File: src/rtl/axis_fifo_if.sv
// axis_fifo_if: valid/ready byte-stream bundle for axis_fifo.
//   Write side : idata, ivalid (to FIFO), iready (from FIFO)
//   Read side  : odata, ovalid (from FIFO), oready (to FIFO)
//   Status     : count (stored entries, 0..2**ADDR_WIDTH), almost_full (registered)
// Modports:
//   slave  - the FIFO itself
//   master - the surrounding producer/consumer environment
interface axis_fifo_if #(
  parameter int unsigned DATA_WIDTH = 8,
  parameter int unsigned ADDR_WIDTH = 4
);

  logic [DATA_WIDTH-1:0] idata;
  logic                  ivalid;
  logic                  iready;
  logic [DATA_WIDTH-1:0] odata;
  logic                  ovalid;
  logic                  oready;
  logic [ADDR_WIDTH:0]   count;
  logic                  almost_full;

  modport slave (
    input  idata,
    input  ivalid,
    input  oready,
    output iready,
    output odata,
    output ovalid,
    output count,
    output almost_full
  );

  modport master (
    output idata,
    output ivalid,
    output oready,
    input  iready,
    input  odata,
    input  ovalid,
    input  count,
    input  almost_full
  );

endinterface

File: src/rtl/axis_fifo.sv
// axis_fifo: synchronous byte-stream FIFO on a valid/ready handshake.
// Absorbs bursts when the downstream consumer stalls and raises almost_full early
// so the upstream receiver can apply flow control before data is lost.
// Ports:
//   clock - single clock, all state on posedge
//   reset - asynchronous, active-high; clears pointers, count and almost_full
//   bus   - axis_fifo_if.slave: idata/ivalid/iready in, odata/ovalid/oready out,
//           count and almost_full status
// iready and ovalid are decoded from the registered count only, so neither depends
// combinationally on ivalid or oready. odata is an asynchronous read of the head
// entry (distributed RAM style) and is meaningless while ovalid is low.
module axis_fifo #(
  parameter int unsigned DATA_WIDTH  = 8,
  parameter int unsigned ADDR_WIDTH  = 4,
  parameter int unsigned ALMOST_FULL = 12
) (
  input logic        clock,
  input logic        reset,
  axis_fifo_if.slave bus
);

  localparam int unsigned DEPTH = 2 ** ADDR_WIDTH;
  localparam logic [ADDR_WIDTH:0] CountFull = (ADDR_WIDTH + 1)'(DEPTH);
  localparam logic [ADDR_WIDTH:0] CountAf   = (ADDR_WIDTH + 1)'(ALMOST_FULL);

  logic [DATA_WIDTH-1:0] mem [DEPTH];

  logic [ADDR_WIDTH-1:0] wptr_q, wptr_d;
  logic [ADDR_WIDTH-1:0] rptr_q, rptr_d;
  logic [ADDR_WIDTH:0]   count_q, count_d;
  logic                  almost_full_q, almost_full_d;

  logic not_full;
  logic not_empty;
  logic push;
  logic pop;

  // Handshake decode
  always_comb begin
    not_full  = (count_q != CountFull);
    not_empty = (count_q != '0);
    push      = bus.ivalid && not_full;
    pop       = bus.oready && not_empty;
  end

  // Next-state: pointers wrap naturally modulo DEPTH
  always_comb begin
    wptr_d = wptr_q;
    rptr_d = rptr_q;
    count_d = count_q;
    if (push) begin
      wptr_d = wptr_q + 1'b1;
    end
    if (pop) begin
      rptr_d = rptr_q + 1'b1;
    end
    case ({push, pop})
      2'b10:   count_d = count_q + 1'b1;
      2'b01:   count_d = count_q - 1'b1;
      default: count_d = count_q;
    endcase
    // Built from the current registered count, so it trails count by one cycle.
    almost_full_d = (count_q >= CountAf);
  end

  always_ff @(posedge clock or posedge reset) begin
    if (reset) begin
      wptr_q        <= '0;
      rptr_q        <= '0;
      count_q       <= '0;
      almost_full_q <= 1'b0;
    end else begin
      wptr_q        <= wptr_d;
      rptr_q        <= rptr_d;
      count_q       <= count_d;
      almost_full_q <= almost_full_d;
    end
  end

  // Storage is deliberately not reset; reset only discards contents via the pointers.
  always_ff @(posedge clock) begin
    if (push) begin
      mem[wptr_q] <= bus.idata;
    end
  end

  always_comb begin
    bus.iready      = not_full;
    bus.ovalid      = not_empty;
    bus.odata       = mem[rptr_q];
    bus.count       = count_q;
    bus.almost_full = almost_full_q;
  end

endmodule
File: src/flat_wrapper.sv
// flat-port wrapper written by rule: the top's interface ports become plain ports
module axis_fifo_flat 
#(
  parameter int unsigned DATA_WIDTH  = 8,
  parameter int unsigned ADDR_WIDTH  = 4,
  parameter int unsigned ALMOST_FULL = 12
)
  (clock, reset, bus_idata, bus_ivalid, bus_oready, bus_iready, bus_odata, bus_ovalid, bus_count, bus_almost_full);
  axis_fifo_if #(.DATA_WIDTH(DATA_WIDTH), .ADDR_WIDTH(ADDR_WIDTH)) bus_i ();
  input logic clock;
  input logic reset;
  input wire logic [$bits(bus_i.idata)-1:0] bus_idata;
  input wire logic [$bits(bus_i.ivalid)-1:0] bus_ivalid;
  input wire logic [$bits(bus_i.oready)-1:0] bus_oready;
  output wire logic [$bits(bus_i.iready)-1:0] bus_iready;
  output wire logic [$bits(bus_i.odata)-1:0] bus_odata;
  output wire logic [$bits(bus_i.ovalid)-1:0] bus_ovalid;
  output wire logic [$bits(bus_i.count)-1:0] bus_count;
  output wire logic [$bits(bus_i.almost_full)-1:0] bus_almost_full;
  assign bus_i.idata = bus_idata;
  assign bus_i.ivalid = bus_ivalid;
  assign bus_i.oready = bus_oready;
  assign bus_iready = bus_i.iready;
  assign bus_odata = bus_i.odata;
  assign bus_ovalid = bus_i.ovalid;
  assign bus_count = bus_i.count;
  assign bus_almost_full = bus_i.almost_full;
  axis_fifo #(.DATA_WIDTH(DATA_WIDTH), .ADDR_WIDTH(ADDR_WIDTH), .ALMOST_FULL(ALMOST_FULL)) u_core (.clock(clock), .reset(reset), .bus(bus_i));
endmodule
File: config.mk
export PLATFORM = sky130hd
export DESIGN_NAME = axis_fifo_flat
export DESIGN_NICKNAME = d
export VERILOG_FILES = /design/src/rtl/axis_fifo_if.sv /design/src/rtl/axis_fifo.sv /design/src/flat_wrapper.sv
export SDC_FILE = /design/constraint.sdc
export NUM_CORES = 1
export LEC_CHECK = 0
export ABC_AREA = 1
export CAP_MARGIN = 40
export CORE_UTILIZATION = 55
export CTS_CLUSTER_DIAMETER = 100
export DETAILED_ROUTE_END_ITERATION = 7
export PLACE_DENSITY = 0.83
export SYNTH_ARGS = -nofsm -noshare
export SYNTH_HDL_FRONTEND = slang
export SYNTH_SLANG_ARGS = --single-unit
File: constraint.sdc
create_clock -name clock -period 3.1 [get_ports clock]
set_clock_uncertainty 0.05 [all_clocks]
set_input_delay 0.31 -clock clock [delete_from_list [all_inputs] [get_ports clock]]
set_output_delay 0.31 -clock clock [all_outputs]
set_load 0.02 [all_outputs]
==> results of run 1 <==
[per-stage QoR]
| step | power, mW | utilization, % |
|---|---|---|
| after floorplan | 4.228 | - |
| after global placement | 4.986 | 60.93 |
| after detailed placement | 5.078 | 60.93 |
| after CTS | 7.144 | 66.45 |
| after global routing | 7.539 | 66.45 |
| final | 7.163 | 66.45 |
[routing by layer]
layer  global-route usage [%]  wire length, microns
met1                    31.41                  5536
met2                    45.15                  7286
met3                    5.977                  1060
met4                    14.00                   460
met5                        0                     0
[worst max-delay path by stage]
stage	from	end	slack, ns	depth (start not counted)
2_1_floorplan	u_core.bus.count[0]	u_core.bus.count[4]	0.66	11
3_3_place_gp	bus_oready	u_core.bus.count[4]	0.78	14
3_5_place_dp	bus_oready	u_core.bus.count[4]	0.67	14
4_1_cts	u_core.rptr_q[1]	bus_odata[1]	0.29	6
5_1_grt	u_core.rptr_q[1]	bus_odata[3]	0.13	6
6_report	u_core.rptr_q[1]	bus_odata[1]	0.26	6
[state kept, by name, summed over array words and instances (netlist names)]
register,count
u_core.bus.almost_full,1
u_core.wptr_q,4
u_core.rptr_q,4
u_core.bus.count,5
u_core.mem,128
[logic make-up (layout without fill, tap and decap cells)]
| logic type | count (synthesis) | after routing |
|---|---|---|
| AO/OA/AOI/OAI | 6 | 6 |
| XOR/XNOR | 7 | 7 |
| adder cells (fa/ha/maj) | 10 | 10 |
| buffers and inverters | 93 | 143 |
| flip-flops | 142 | 142 |
| AND/OR/NAND/NOR | 367 | 367 |
[layout make-up]
cell class	count	area share, %
Tap cell	140	2.400
Timing Repair Buffer	39	4.937
Sequential cell	142	57.48
Clock inverter	11	1.406
Multi-Input combinational cell	390	23.16
Clock buffer	21	6.909
Inverter	72	3.703
[power by group]
part | internal, mW | switching (mW) | total (mW) | leakage (nW)
Sequential | 2.34 | 0.168 | 2.51 | 1.33
Combinational | 0.884 | 1.72 | 2.60 | 1.49
Clock | 1.25 | 0.802 | 2.05 | 0.291
[synth_stat cells]
library cell,number
buf_1,1
buf_2,11
buf_4,5
buf_6,2
clkbuf_1,2
dfrtp_1,14
edfxtp_1,128
fa_1,1
ha_1,9
inv_1,68
inv_2,4
nand2_1,239
nand2_2,1
nand3_1,53
nand4_1,3
nor2_1,67
nor2_4,1
nor3_1,2
o21ai_0,6
or2_2,1
xnor2_1,3
xor2_1,4
==> flow_metrics.env, run 1 <==
export IMPL_r2r_cells=15
export IMPL_areaGrowthSynthToFinish_pct=16.20
export IMPL_hold_slack_ns=0.1873
export IMPL_grt_antenna_before_repair=0
export IMPL_arrival_ns=2.48
export IMPL_grt_max_degree=36
export IMPL_final_period_utilization_pct=91.55
export IMPL_io_buffers=27
export IMPL_synthMuxAreaShare_pct=0
export IMPL_die_x_microns=108.9
export IMPL_cpPeakStageDelay_ns=0.60
export IMPL_syn_area_sq_mm=0.006281
export IMPL_grt_pass1_wl_mm=22.60
export IMPL_grt_setup_unrepaired="false"
export IMPL_drv_cap=0
export IMPL_crit_buf_inv=2
export IMPL_synth_nets=647
export IMPL_yosysTopAreaCell="edfxtp_1"
export IMPL_status="completed"
export IMPL_core_sq_mm=0.01098
export IMPL_place_ws_ns=0.6735
export IMPL_fmax_mhz=352.4
export IMPL_yosysWarnings=0
export IMPL_fillers=788
export IMPL_drive_above_1_share_pct=7.556
export IMPL_timing_critical_path_from_type="register"
export IMPL_wl_per_cell_microns=17.60
export IMPL_cts_resized=0
export IMPL_antennaDiodeCount=0
export IMPL_layout_commonest_cell="nand2_1"
export IMPL_synth_area_top_cells="edfxtp_1 61%, nand2_1 14%, dfrtp_1 5.6%"
export IMPL_initial_utilization_pct=57.19
export IMPL_cts_buffer_depth=2
export IMPL_grt_usage_pct=26.54
export IMPL_fin_setup_tns_ns=0
export IMPL_hold_viol=0
export IMPL_cts_hold_buf=0
export IMPL_ys_seq_area_share_pct=66.77
export IMPL_finalSetupViolations=0
export IMPL_synthAdderAreaFrac_pct=2.112
export IMPL_firstDrtPassIters=5
export IMPL_worstSkewPairLatency_ns=0.42
export IMPL_cts_clk_slew_worst_paths_ns=0.06
export IMPL_avgSynthCellArea_sq_um=10.05
export IMPL_fp_dieH_microns=108.9
export IMPL_routed_wirelength_mm=14.34
export IMPL_ys_seq_elements=142
export IMPL_final_area_sq_mm=0.007298
export IMPL_seqCellArea_sq_mm=0.004195
export IMPL_cts_tree="yes"
export IMPL_path_class="reg2out"
export IMPL_worst_slew_pin_slew_ns=0.9122
export IMPL_cts_buffers=17
export IMPL_netlist_instances=625
export IMPL_rows=38
export IMPL_timing_rr_start="u_core.bus.count[4]"
export IMPL_powerDensity_mw_per_mm2=981.5
export IMPL_synth_top_family_by_area="simple AND/OR/NAND/NOR gates"
export IMPL_drt_iter0_drc=463
export IMPL_netlist_area_leader_share_pct=61.20
export IMPL_p_leak_nw=3.103
export IMPL_ioPinCount=28
export IMPL_cp_max_fo=16
export IMPL_timing_final_ws_setup_ns=0.2620
export IMPL_ir_worst_vdd_uv=634.8
export IMPL_cts_setup_buffers=0
export IMPL_reg2reg_to="u_core.bus.count[4]"
export IMPL_slew_headroom_pct=38.96
export IMPL_mostFrequentLayoutCells="239 x nand2_1, 128 x edfxtp_1, 68 x inv_1, 67 x nor2_1, 53 x nand3_1"
export IMPL_crit_path_cell_trace="inv_1 -> nand3_1 -> nand3_1 -> nand2_1 -> nand2_1 -> clkdlybuf4s50_1"
export IMPL_cp_top_family="buffers and inverters"
export IMPL_synth_simple_area_share_pct=23.35
export IMPL_synth_xor_area_share_pct=0.9761
export IMPL_ff2ff_setup_slack_ns=0.73
export IMPL_num_vias=4439
export IMPL_drc_errors=0
export IMPL_die_area_sq_mm=0.01185
export IMPL_multi_input_area_sq_mm=0.001690
export IMPL_dpl_cell_area_sq_mm=0.006691
export IMPL_layout_min_cycle_time_ns=2.838
export IMPL_final_cells=815
export IMPL_htreeDepth=4
export IMPL_hold_class="in2async"
export IMPL_grt_pass1_vias=4533
export IMPL_required_ns=2.74
export IMPL_slowest_stage="clkdlybuf4s50_1"
export IMPL_place_congestion=0.8964
export IMPL_yosys_cell_types_count=22
export IMPL_dpl_hpwl_mm=8.722
export IMPL_end_kind="output port"
export IMPL_cts_sinks=142
export IMPL_vias_per_cell=5.447
export IMPL_drv_slew=0
export IMPL_grt_remaining_overflow=0
export IMPL_fin_nets=684
export IMPL_cts_root_buffer="clkbuf_16"
export IMPL_synth_compound_area_share_pct=0.4781
export IMPL_ant_nets=0
export IMPL_place_inst=783
(Power assumes the default switching activity.)
==> inputs of run 2 (changes only) <==
--- a/config.mk
+++ b/config.mk
@@ -11,6 +11,7 @@
 export CTS_CLUSTER_DIAMETER = 100
 export DETAILED_ROUTE_END_ITERATION = 7
 export PLACE_DENSITY = 0.83
+export SKIP_CTS_REPAIR_TIMING = 1
 export SYNTH_ARGS = -nofsm -noshare
 export SYNTH_HDL_FRONTEND = slang
 export SYNTH_SLANG_ARGS = --single-unit
==> results of run 2 <==
The final DEF is identical to that of run 1; final timing and power are the same.
